[src/rtl/mul_pkg.sv]
`default_nettype none
// ============================================================================
//  Module   : mul_pkg
//  Brief    : Shared types and helpers for the floating-point multiplier pipe.
//  Revision : 1.0
// ============================================================================
package mul_pkg;

    localparam int unsigned DEF_EXPO_W = 8;
    localparam int unsigned DEF_MANT_W = 23;

    typedef enum logic [2:0] {
        RM_RNE = 3'd0,
        RM_RTZ = 3'd1,
        RM_RDN = 3'd2,
        RM_RUP = 3'd3,
        RM_RMM = 3'd4
    } rm_e;

    typedef struct packed {
        logic nv;
        logic dz;
        logic of;
        logic uf;
        logic nx;
    } fflags_t;

    // Narrow control half of the stage-R payload; wide fields sit beside it.
    typedef struct packed {
        logic       sign;
        logic [2:0] rm;
        logic       nan;
        logic       inf;
        logic       zero;
        logic       nv;
        logic       inexact;
        logic       tiny;
    } r_ctrl_t;

    // Overflow saturates to max-finite only when rounding toward zero's side.
    function automatic logic ovf_to_inf(input logic [2:0] rm, input logic sign);
        case (rm)
            RM_RTZ:  ovf_to_inf = 1'b0;
            RM_RDN:  ovf_to_inf = sign;
            RM_RUP:  ovf_to_inf = !sign;
            default: ovf_to_inf = 1'b1;
        endcase
    endfunction

endpackage
`default_nettype wire

[src/rtl/mul_round_pack_if.sv]
`default_nettype none
// ============================================================================
//  Module   : mul_round_pack_if
//  Brief    : Upstream/downstream handshake bundle of the round/pack stage.
//  Revision : 1.0
// ============================================================================
interface mul_round_pack_if
    import mul_pkg::*;
#(
    parameter int unsigned EXPO_W = DEF_EXPO_W,
    parameter int unsigned MANT_W = DEF_MANT_W
);
    logic                       flush;
    logic                       in_valid;
    logic                       in_ready;
    logic                       in_sign;
    logic [2:0]                 in_rm;
    logic [EXPO_W+1:0]          in_expo;
    logic [2*MANT_W+1:0]        in_mant;
    logic                       in_underflow;
    logic                       in_inexact_sft;
    logic                       in_bit_s;
    logic                       in_nan;
    logic                       in_inf;
    logic                       in_zero;
    logic                       in_nv;
    logic                       out_valid;
    logic                       out_ready;
    logic [EXPO_W+MANT_W:0]     out_result;
    logic [4:0]                 out_fflags;

    modport master (
        output flush, in_valid, in_sign, in_rm, in_expo, in_mant,
               in_underflow, in_inexact_sft, in_bit_s,
               in_nan, in_inf, in_zero, in_nv, out_ready,
        input  in_ready, out_valid, out_result, out_fflags
    );

    modport slave (
        input  flush, in_valid, in_sign, in_rm, in_expo, in_mant,
               in_underflow, in_inexact_sft, in_bit_s,
               in_nan, in_inf, in_zero, in_nv, out_ready,
        output in_ready, out_valid, out_result, out_fflags
    );

endinterface
`default_nettype wire

[src/rtl/mul_round_inc.sv]
`default_nettype none
// ============================================================================
//  Module   : mul_round_inc
//  Brief    : IEEE-754 round-increment decision from rm, sign, lsb, guard, sticky.
//  Revision : 1.0
// ============================================================================
module mul_round_inc
    import mul_pkg::*;
(
    input  logic [2:0] rm,
    input  logic       sign,
    input  logic       lsb,
    input  logic       g,
    input  logic       s,
    output logic       inc,
    output logic       inexact
);

    always_comb begin
        inexact = g | s;
        case (rm)
            RM_RTZ:  inc = 1'b0;
            RM_RDN:  inc = sign & (g | s);
            RM_RUP:  inc = !sign & (g | s);
            RM_RMM:  inc = g;
            default: inc = g & (s | lsb);
        endcase
    end

endmodule
`default_nettype wire

[src/rtl/mul_round_pack.sv]
`default_nettype none
// ============================================================================
//  Module   : mul_round_pack
//  Brief    : FP multiplier final stage: round, overflow detect, pack + flags.
//  Revision : 1.0
// ============================================================================
module mul_round_pack
    import mul_pkg::*;
#(
    parameter int unsigned EXPO_W = DEF_EXPO_W,
    parameter int unsigned MANT_W = DEF_MANT_W
) (
    input  logic              clk,
    input  logic              rst_n,
    mul_round_pack_if.slave   bus
);

    localparam int unsigned RES_W = 1 + EXPO_W + MANT_W;
    localparam int unsigned SUM_W = MANT_W + 2;
    localparam int unsigned EF_W  = EXPO_W + 3;

    localparam logic [EF_W-1:0]          C_EXPO_OVF = {3'b000, {EXPO_W{1'b1}}};
    localparam logic [RES_W-1:0]         C_NAN      = {1'b0, {EXPO_W{1'b1}}, 1'b1, {(MANT_W-1){1'b0}}};
    localparam logic [RES_W-2:0]         C_INF_MAG  = {{EXPO_W{1'b1}}, {MANT_W{1'b0}}};
    localparam logic [RES_W-2:0]         C_MAXF_MAG = {{(EXPO_W-1){1'b1}}, 1'b0, {MANT_W{1'b1}}};

    logic                r_valid;
    logic                p_valid;
    logic                p_load;
    logic                accept;

    r_ctrl_t             r_ctrl;
    logic [EXPO_W+1:0]   r_expo;
    logic [SUM_W-1:0]    r_sum;

    logic [RES_W-1:0]    p_result;
    fflags_t             p_flags;

    // Handshake
    assign p_load       = !p_valid | bus.out_ready;
    assign bus.in_ready = !r_valid | p_load;
    assign accept       = bus.in_valid & bus.in_ready & !bus.flush;

    // Stage R: rounding decision on the incoming mantissa
    logic [MANT_W-1:0]   w_frac;
    logic                w_hid;
    logic                w_g;
    logic                w_s;
    logic                w_inc;
    logic                w_inexact;
    logic                unused_mant_msb;

    assign w_frac          = bus.in_mant[2*MANT_W-1:MANT_W];
    assign w_hid           = bus.in_mant[2*MANT_W];
    assign w_g             = bus.in_mant[MANT_W-1];
    assign w_s             = (|bus.in_mant[MANT_W-2:0]) | bus.in_bit_s | bus.in_inexact_sft;
    assign unused_mant_msb = bus.in_mant[2*MANT_W+1];

    mul_round_inc u_round_inc (
        .rm      (bus.in_rm),
        .sign    (bus.in_sign),
        .lsb     (w_frac[0]),
        .g       (w_g),
        .s       (w_s),
        .inc     (w_inc),
        .inexact (w_inexact)
    );

    always_ff @(posedge clk or negedge rst_n) begin
        if (!rst_n) begin
            r_valid <= 1'b0;
        end else if (bus.flush) begin
            r_valid <= 1'b0;
        end else if (bus.in_ready) begin
            r_valid <= bus.in_valid;
        end
    end

    always_ff @(posedge clk or negedge rst_n) begin
        if (!rst_n) begin
            r_ctrl <= '0;
            r_expo <= '0;
            r_sum  <= '0;
        end else if (accept) begin
            r_ctrl <= '{sign:    bus.in_sign,
                        rm:      bus.in_rm,
                        nan:     bus.in_nan,
                        inf:     bus.in_inf,
                        zero:    bus.in_zero,
                        nv:      bus.in_nv,
                        inexact: w_inexact,
                        tiny:    bus.in_underflow};
            r_expo <= bus.in_expo;
            r_sum  <= {1'b0, w_hid, w_frac} + {{(SUM_W-1){1'b0}}, w_inc};
        end
    end

    // Stage P: exponent adjust, overflow saturation, special override
    logic                w_carry;
    logic [EF_W-1:0]     w_expo;
    logic [MANT_W-1:0]   w_pfrac;
    logic                w_of;
    logic [RES_W-1:0]    w_result;
    fflags_t             w_flags;

    always_comb begin
        w_carry = r_sum[MANT_W+1];
        w_pfrac = w_carry ? '0 : r_sum[MANT_W-1:0];
        // A subnormal that rounded its hidden bit in is now the minimum normal.
        if ((r_expo == '0) && r_sum[MANT_W]) begin
            w_expo = {{(EF_W-1){1'b0}}, 1'b1};
        end else begin
            w_expo = {1'b0, r_expo} + {{(EF_W-1){1'b0}}, w_carry};
        end
        w_of     = (w_expo >= C_EXPO_OVF);
        w_flags  = '0;
        w_result = {r_ctrl.sign, w_expo[EXPO_W-1:0], w_pfrac};

        if (r_ctrl.nan) begin
            w_result   = C_NAN;
            w_flags.nv = r_ctrl.nv;
        end else if (r_ctrl.inf) begin
            w_result = {r_ctrl.sign, C_INF_MAG};
        end else if (r_ctrl.zero) begin
            w_result = {r_ctrl.sign, {(RES_W-1){1'b0}}};
        end else begin
            w_flags.uf = r_ctrl.tiny & r_ctrl.inexact;
            w_flags.nx = r_ctrl.inexact;
            if (w_of) begin
                w_flags.of = 1'b1;
                w_flags.nx = 1'b1;
                w_result   = ovf_to_inf(r_ctrl.rm, r_ctrl.sign) ?
                             {r_ctrl.sign, C_INF_MAG} : {r_ctrl.sign, C_MAXF_MAG};
            end
        end
    end

    always_ff @(posedge clk or negedge rst_n) begin
        if (!rst_n) begin
            p_valid <= 1'b0;
        end else if (bus.flush) begin
            p_valid <= 1'b0;
        end else if (p_load) begin
            p_valid <= r_valid;
        end
    end

    always_ff @(posedge clk or negedge rst_n) begin
        if (!rst_n) begin
            p_result <= '0;
            p_flags  <= '0;
        end else if (p_load && r_valid && !bus.flush) begin
            p_result <= w_result;
            p_flags  <= w_flags;
        end
    end

    assign bus.out_valid  = p_valid;
    assign bus.out_result = p_result;
    assign bus.out_fflags = p_flags;

endmodule
`default_nettype wire

[src/flat_wrapper.sv]
// flat-port wrapper written by rule: the top's interface ports become plain ports
module mul_round_pack_flat import mul_pkg::*;
#(
    parameter int unsigned EXPO_W = DEF_EXPO_W,
    parameter int unsigned MANT_W = DEF_MANT_W
)
  (clk, rst_n, bus_flush, bus_in_valid, bus_in_sign, bus_in_rm, bus_in_expo, bus_in_mant, bus_in_underflow, bus_in_inexact_sft, bus_in_bit_s, bus_in_nan, bus_in_inf, bus_in_zero, bus_in_nv, bus_out_ready, bus_in_ready, bus_out_valid, bus_out_result, bus_out_fflags);
  mul_round_pack_if #(.EXPO_W(EXPO_W), .MANT_W(MANT_W)) bus_i ();
  input  logic clk;
  input  logic rst_n;
  input wire logic [$bits(bus_i.flush)-1:0] bus_flush;
  input wire logic [$bits(bus_i.in_valid)-1:0] bus_in_valid;
  input wire logic [$bits(bus_i.in_sign)-1:0] bus_in_sign;
  input wire logic [$bits(bus_i.in_rm)-1:0] bus_in_rm;
  input wire logic [$bits(bus_i.in_expo)-1:0] bus_in_expo;
  input wire logic [$bits(bus_i.in_mant)-1:0] bus_in_mant;
  input wire logic [$bits(bus_i.in_underflow)-1:0] bus_in_underflow;
  input wire logic [$bits(bus_i.in_inexact_sft)-1:0] bus_in_inexact_sft;
  input wire logic [$bits(bus_i.in_bit_s)-1:0] bus_in_bit_s;
  input wire logic [$bits(bus_i.in_nan)-1:0] bus_in_nan;
  input wire logic [$bits(bus_i.in_inf)-1:0] bus_in_inf;
  input wire logic [$bits(bus_i.in_zero)-1:0] bus_in_zero;
  input wire logic [$bits(bus_i.in_nv)-1:0] bus_in_nv;
  input wire logic [$bits(bus_i.out_ready)-1:0] bus_out_ready;
  output wire logic [$bits(bus_i.in_ready)-1:0] bus_in_ready;
  output wire logic [$bits(bus_i.out_valid)-1:0] bus_out_valid;
  output wire logic [$bits(bus_i.out_result)-1:0] bus_out_result;
  output wire logic [$bits(bus_i.out_fflags)-1:0] bus_out_fflags;
  assign bus_i.flush = bus_flush;
  assign bus_i.in_valid = bus_in_valid;
  assign bus_i.in_sign = bus_in_sign;
  assign bus_i.in_rm = bus_in_rm;
  assign bus_i.in_expo = bus_in_expo;
  assign bus_i.in_mant = bus_in_mant;
  assign bus_i.in_underflow = bus_in_underflow;
  assign bus_i.in_inexact_sft = bus_in_inexact_sft;
  assign bus_i.in_bit_s = bus_in_bit_s;
  assign bus_i.in_nan = bus_in_nan;
  assign bus_i.in_inf = bus_in_inf;
  assign bus_i.in_zero = bus_in_zero;
  assign bus_i.in_nv = bus_in_nv;
  assign bus_i.out_ready = bus_out_ready;
  assign bus_in_ready = bus_i.in_ready;
  assign bus_out_valid = bus_i.out_valid;
  assign bus_out_result = bus_i.out_result;
  assign bus_out_fflags = bus_i.out_fflags;
  mul_round_pack #(.EXPO_W(EXPO_W), .MANT_W(MANT_W)) u_core (.clk(clk), .rst_n(rst_n), .bus(bus_i));
endmodule
[config.mk]
export PLATFORM = sky130hd
export DESIGN_NAME = mul_round_pack_flat
export DESIGN_NICKNAME = d
export VERILOG_FILES = /design/src/rtl/mul_pkg.sv /design/src/rtl/mul_round_pack_if.sv /design/src/rtl/mul_round_inc.sv /design/src/rtl/mul_round_pack.sv /design/src/flat_wrapper.sv
export SDC_FILE = /design/constraint.sdc
export NUM_CORES = 1
export LEC_CHECK = 0
export ABC_AREA = 1
export BUFFER_PORTS_ARGS = -buffer_cell sky130_fd_sc_hd__clkbuf_2
export CORE_ASPECT_RATIO = 1.5
export CORE_MARGIN = 4
export CORE_UTILIZATION = 31
export CTS_CLUSTER_DIAMETER = 40
export DETAILED_ROUTE_END_ITERATION = 16
export GPL_ROUTABILITY_DRIVEN = 0
export MAX_ROUTING_LAYER = met4
export PLACE_DENSITY_LB_ADDON = 0.2
export SYNTH_ARGS = -nofsm -noshare
export SYNTH_HDL_FRONTEND = slang
export SYNTH_HIERARCHICAL = 1
export SYNTH_SLANG_ARGS = --single-unit
[constraint.sdc]
create_clock -name clk -period 2.1 [get_ports clk]
set_clock_uncertainty 0.2 [all_clocks]
set_input_delay 0.21 -clock clk [delete_from_list [all_inputs] [get_ports clk]]
set_output_delay 0.21 -clock clk [all_outputs]
set_load 0.02 [all_outputs]
## Word level (Yosys, flattened, before mapping)

Cells that the tools add are included.

| operators by class | value |
|---|---|
| add/subtract/negate cells | 2 |
| order comparisons | 1 |
| eq/ne operators | 7 |
| mux-type cells | 23 |
| bitwise logic cells | 12 |
| reduce and logical (&&, ||, !) cells | 12 |

Operator list:

| operator | number |
|---|---|
| $mux W31 | 3 |
| $mux W32 | 1 |
| $add A24 B1 Y25 | 1 |
| $mux W24 | 1 |
| $mux W23 | 1 |
| $reduce_or A22 Y1 | 1 |
| $eq A3 B2 Y1 const B | 4 |
| $add A10 B1 Y11 | 1 |
| $ge A11 B8 Y1 const B | 1 |
| $mux W1 | 11 |
| $mux W11 | 1 |
| $logic_not A10 Y1 | 1 |
| $mux W3 | 3 |
| $and A1 B1 Y1 | 6 |
| $eq A3 B1 Y1 const B | 2 |
| $or A1 B1 Y1 | 6 |
| $logic_not A1 Y1 | 5 |
| $pmux W1 S4 | 1 |
| $reduce_bool A2 Y1 | 2 |
| $eq A3 B3 Y1 const B | 1 |
| $logic_and A1 B1 Y1 | 3 |
| $pmux W1 S3 | 1 |

| storage, ports and cells | value |
|---|---|
| register bits after elaboration | 83 |
| input port bits | 74 |
| output and inout port bits | 39 |
| logic and storage cells | 74 |

## Logic depth before layout (Yosys ltp)

| depth | value |
|---|---|
| depth after elaboration | 13 |
| gate-level depth with buffers | 20 |
| depth with buffers taken out | 20 |

## Hierarchy

Netlist, hierarchy kept.

By module, submodules not included:

| module | times used | cells each | area an instance (µm²) | seq. area each (µm²) |
|---|---|---|---|---|
| mul_round_pack | 1 | 525 | 4,277.9 | 2,077.0 |
| mul_round_inc | 1 | 15 | 66.3 | 0.0 |

## Worst setup path after synthesis

No wires, ideal clock.

| timing path | value |
|---|---|
| kind | input port to flip-flop |
| from | input bus_in_mant[17] |
| to | register u_core.r_sum[12] |
| library setup time | 0.117 ns |
| arrival | 2.151 ns |
| required time | 1.783 ns |
| slack | -0.368 ns |
| stages on the path | 20 |
| buffers on the path | 0 |
| cell sequence | nor4_1 > nand4_1 > nand3b_1 > o21ai_0 > nand2_1 > nand2_1 > nand2_1 > ha_1 > ha_1 > nand2_1 > nor2_1 > nand2_1 > nor2_2 > inv_2 > nor2_4 > nand3_1 > nor2_1 > xor2_1 > nand2_1 > nand2_1 |

| between the ends | value |
|---|---|
| word-level cells in the longest chain between the ends | 7 |
| elaborated cells on any way between the ends | 10 |
| those cells by class | 1 x add/sub; 1 x mux; 7 x bitwise; 1 x reduce/logical |

RTL lines:

| item | RTL line | RTL |
|---|---|---|
| from (decl) | flat_wrapper.sv:16 | `input wire logic [$bits(bus_i.in_mant)-1:0] bus_in_mant;` |
| $reduce_or A22 Y1 * | mul_round_pack.sv:56 | `assign w_s = (\|bus.in_mant[MANT_W-2:0]) \| bus.in_bit_s \| bus.in_inexact_sft;` |
| $or A1 B1 Y1 * (2 in series) | mul_round_pack.sv:56 |  |
| via u_core.w_s | mul_round_pack.sv:48 | `logic w_s;` |
| $or A1 B1 Y1, on equally long branches | mul_round_inc.sv:26, mul_round_inc.sv:23, mul_round_inc.sv:24 |  |
| $and A1 B1 Y1, on equally long branches | mul_round_inc.sv:26, mul_round_inc.sv:23, mul_round_inc.sv:24 |  |
| $pmux W1 S4 * | mul_round_inc.sv:21 | `case (rm)` |
| via u_core.w_inc | mul_round_pack.sv:49 | `logic w_inc;` |
| $add A24 B1 Y25 * | mul_round_pack.sv:94 | `r_sum <= {1'b0, w_hid, w_frac} + {{(SUM_W-1){1'b0}}, w_inc};` |
| to (signal assigned) | mul_round_pack.sv:94 |  |
| to (decl) | mul_round_pack.sv:34 | `logic [SUM_W-1:0] r_sum;` |

Mark *: on every way through the listed nets, which the timed path passes. The rest lies on a longest branch.
A chain may end at the register's enable or synchronous reset.

## Worst setup path after layout

| timing path | value |
|---|---|
| from | input bus_in_mant[14] |
| to | register u_core.r_sum[11] |

The elaborated chain is that of the path after synthesis.

==> impl_metrics.env <==
export IMPL_postLayoutCoreUtil=0.4875
export IMPL_wire_length_of_the_first_global_routing_pass_mm=21.31
export IMPL_timing_worst_setup_path_type="input port to flop"
export IMPL_worst_path_dominant_cell_family="simple AND/OR/NAND/NOR gates"
export IMPL_power_density_over_the_cells_nw_per_um2=753.7
export IMPL_grt_start_max_net_pins=48
export IMPL_layout_cells_most_common_list="sky130_fd_sc_hd__nand2_1, sky130_fd_sc_hd__clkbuf_2, sky130_fd_sc_hd__dfrtp_1"
export IMPL_cts_max_level=3
export IMPL_mappedNetlistNets=618
export IMPL_internal_power_mw=3.280
export IMPL_syn_cell_area_um2=4344
export IMPL_effective_utilization_at_floorplan=0.3195
export IMPL_layout_commonest_cell="sky130_fd_sc_hd__nand2_1"
export IMPL_antenna_violations_before_repair=0
export IMPL_final_layout_size_suffix_gt1_frac=0.3972
export IMPL_top_level_ports=113
export IMPL_routed_length_per_placed_instance_um=14.95
export IMPL_finalNetCount=793
export IMPL_combinationalPowerShare=0.278
export IMPL_cts_path_max_buffers=2
export IMPL_timing_critical_path_slowest_stage_cell="sky130_fd_sc_hd__nor4_4"
export IMPL_filler_cell_count=1322
export IMPL_synthCells=540
export IMPL_switching_share=0.3435
export IMPL_tritoncts="done"
export IMPL_area_growth_pct=52.59
export IMPL_via_density_per_instance=4.830
export IMPL_critical_path_endpoint_type="flop"
export IMPL_synth_distinct_cells=36
export IMPL_groute_usage_overall=0.1676
export IMPL_worst_ir_drop_vdd_mv=0.3936
export IMPL_worstMarginPinSlew_ns=0.6530
export IMPL_total_switching_power_mw=1.716
export IMPL_cts_buffers=9
export IMPL_timing_hold_ws_ns=0.01095
export IMPL_grt_overflow_total=0
export IMPL_drt_iter0_drc=219
export IMPL_count_of_warnings_emitted_by_yosys=6
export IMPL_placed_standard_cell_area_um2=5305
export IMPL_chipHeight_um=153.0
export IMPL_clkLatencyLatePin_ns=0.34
export IMPL_place_detailed_hpwl_mm=9.389
export IMPL_slew_headroom=0.5642
export IMPL_drv_slew=0
export IMPL_dp_slack_ns=-0.5610
export IMPL_synthArstFlopShare=1.000
export IMPL_worst_setup_hold_path_clk_slew_ns=0.08
export IMPL_critPathBufInv=3
export IMPL_dr_pass1_iterations=4
export IMPL_synth_sequential_area_ratio=0.4781
export IMPL_final_design_area_no_fill_um2=6629
export IMPL_failed_checks="setup timing"
export IMPL_timing_final_crit_share=1.088
export IMPL_floorplan_die_area_um2=16010
export IMPL_setup_viol=19
export IMPL_setup_repair_after_global_routing_missed_its_margin="true"
export IMPL_synth_seq_cells=83
export IMPL_worst_ep_required_time_ns=2.13
export IMPL_cts_sink_count=83
export IMPL_timing_final_hold_violations=0
export IMPL_clk_root_buf="sky130_fd_sc_hd__clkbuf_16"
export IMPL_timing_critical_path_cells="buf_6 > nor4_4 > nand4_1 > nand3b_1 > o21ai_1 > nand2_1 > nand2_1 > nand2_2 > ha_4 > buf_4 > nand3_4 > nor2_4 > nand2_4 > buf_6 > or2_4 > nor2_2 > xor2_1 > nand2_1 > nand2_1"
export IMPL_total_leakage_power_nw=3.174
export IMPL_vias=4260
export IMPL_final_cell_count_no_fill=882
export IMPL_clock_power_share=0.308
export IMPL_hp_class="input port to flop"
export IMPL_crit_path_max_incr_delay_ns=0.25
export IMPL_critPathMostFrequentCell="sky130_fd_sc_hd__nand2_1"
export IMPL_diodes=0
export IMPL_die_x_extent_um=104.7
export IMPL_period_needed_ns=2.285
export IMPL_numPlacedInstances=818
export IMPL_grt_pass1_vias=4368
export IMPL_dominantRegCellSynth="sky130_fd_sc_hd__dfrtp_1"
export IMPL_synth_enable_flop_cells=0
export IMPL_post_route_worst_setup_slack_ns=-0.1851
export IMPL_synth_avg_cell_area_um2=8.045
export IMPL_core_area_um2=13600
export IMPL_worst_ep_arrival_time_ns=2.32
export IMPL_num_rows=52
export IMPL_timing_fmax_ghz=0.4376
export IMPL_result_of_the_run="finished with violations"
export IMPL_setup_worst_path_start_class="input port"
export IMPL_seq_power_share=0.414
export IMPL_drt_antenna_violating_nets=0
export IMPL_critical_path_peak_fanout=3
export IMPL_port_buffer_count=110
export IMPL_timing_max_cap_violations=0
export IMPL_route_final_wire_length_mm=13.18
export IMPL_remaining_drc_errors=0
## flip-flops by register name, indices dropped and copies added (netlist names)
signal	cells
u_core/bus.out_result	32
u_core/r_sum	25
u_core/r_ctrl	10
u_core/r_expo	10
u_core/bus.out_fflags	4
u_core/bus.out_valid	1
u_core/r_valid	1
## per-stage QoR
stage	power, mW	TNS, ns
after detailed placement	3.212	-8.974
final	4.996	-1.773
after CTS	4.944	-1.134
after global placement	3.196	-7.713
after global routing	5.269	-7.055
after floorplan	2.728	-1.465
## per-layer routing
layer	GRT usage	vias to the layer above	wire length, µm
met3	0.01899	27	393
met2	0.2970	101	6979
met4	0.06629	0	352
met1	0.1929	2024	5458
li1	-	2108	-
met5	-	-	0
## path summary, 6_finish.rpt
| path | from | slack, ns | cells past startpoint | end |
|---|---|---|---|---|
| min | bus_in_mant[38] | 0.01 | 3 | u_core/r_sum[15]$_DFFE_PN0P_ |
| min reg2reg | u_core/bus.out_fflags[2]$_DFFE_PN0P_ | 0.28 | 2 | u_core/bus.out_fflags[2]$_DFFE_PN0P_ |
| max in group asynchronous | rst_n | 0.89 | 3 | u_core/r_ctrl[1]$_DFFE_PN0P_ |
| min in group asynchronous | rst_n | 0.20 | 2 | u_core/bus.out_result[30]$_DFFE_PN0P_ |
| max | bus_in_mant[14] | -0.19 | 19 | u_core/r_sum[11]$_DFFE_PN0P_ |
| max reg2reg | u_core/r_sum[24]$_DFFE_PN0P_ | 0.02 | 12 | u_core/bus.out_result[0]$_DFFE_PN0P_ |
## tightest hold or removal path: cells and delay by family
| family | cells | cell delay (ns) |
|---|---|---|
| buf+inv | 1 | 0.13 |
| xor+xnor | 1 | 0.08 |
| compound gates | 1 | 0.10 |
## power by group through the flow
stage / Clock (mW) / Sequential (mW) / Combinational [mW]
global route: 1.64 / 2.10 / 1.53
detailed placement: 0 / 2.07 / 1.14
floorplan: 0 / 2.21 / 0.522
global placement: 0 / 2.07 / 1.13
finish: 1.54 / 2.07 / 1.39
CTS: 1.57 / 2.05 / 1.32
## cells by family after synthesis
kind of cell	share of synthesized area
buffers and inverters	0.06221
AO/OA/AOI/OAI	0.1334
adder cells (fa/ha/maj)	0.01152
XOR/XNOR	0.03428
other	0.0008632
AND/OR/NAND/NOR	0.2797
flip-flops	0.4781
## cells in the mapped netlist (all sizes together) (2+ instances only)
| cell type | n | area, µm² |
|---|---|---|
| a21oi | 36 | 180.2 |
| ha | 4 | 50.05 |
| nand2 | 181 | 704.4 |
| clkbuf | 11 | 41.29 |
| dfrtp | 83 | 2077 |
| buf | 8 | 75.07 |
| xor2 | 8 | 70.07 |
| o22a | 2 | 17.52 |
| nor3 | 5 | 25.02 |
| o21ai | 56 | 359.1 |
| nand3 | 21 | 117.6 |
| inv | 40 | 150.1 |
| nand4 | 11 | 68.82 |
| nor2 | 46 | 202.7 |
| nor4 | 9 | 62.56 |
| xnor2 | 9 | 78.83 |
| nand3b | 2 | 15.01 |
| or2 | 3 | 18.77 |
## timing repair
action | in CTS | in global routing
resized for setup | 51 | 89
gates cloned | 4 | 0
hold buffers | 29 | 1
setup endpoints to repair | 34 | 53
setup buffers | 12 | 6
pin swaps | 19 | 49
hold endpoints to repair | 61 | 1
## final cells by class
type | count | area, µm² | share of cell area
clock buffers | 9 | 225.2 | 0.03398
flip-flops and latches | 83 | 2079 | 0.3137
multi-input cells | 397 | 2475 | 0.3733
inverters | 41 | 158.9 | 0.02397
clock inverters | 7 | 62.56 | 0.009438
repair buffers | 183 | 1425 | 0.2150
well taps | 162 | 202.7 | 0.03058
Power figures use the tool's default switching activity.
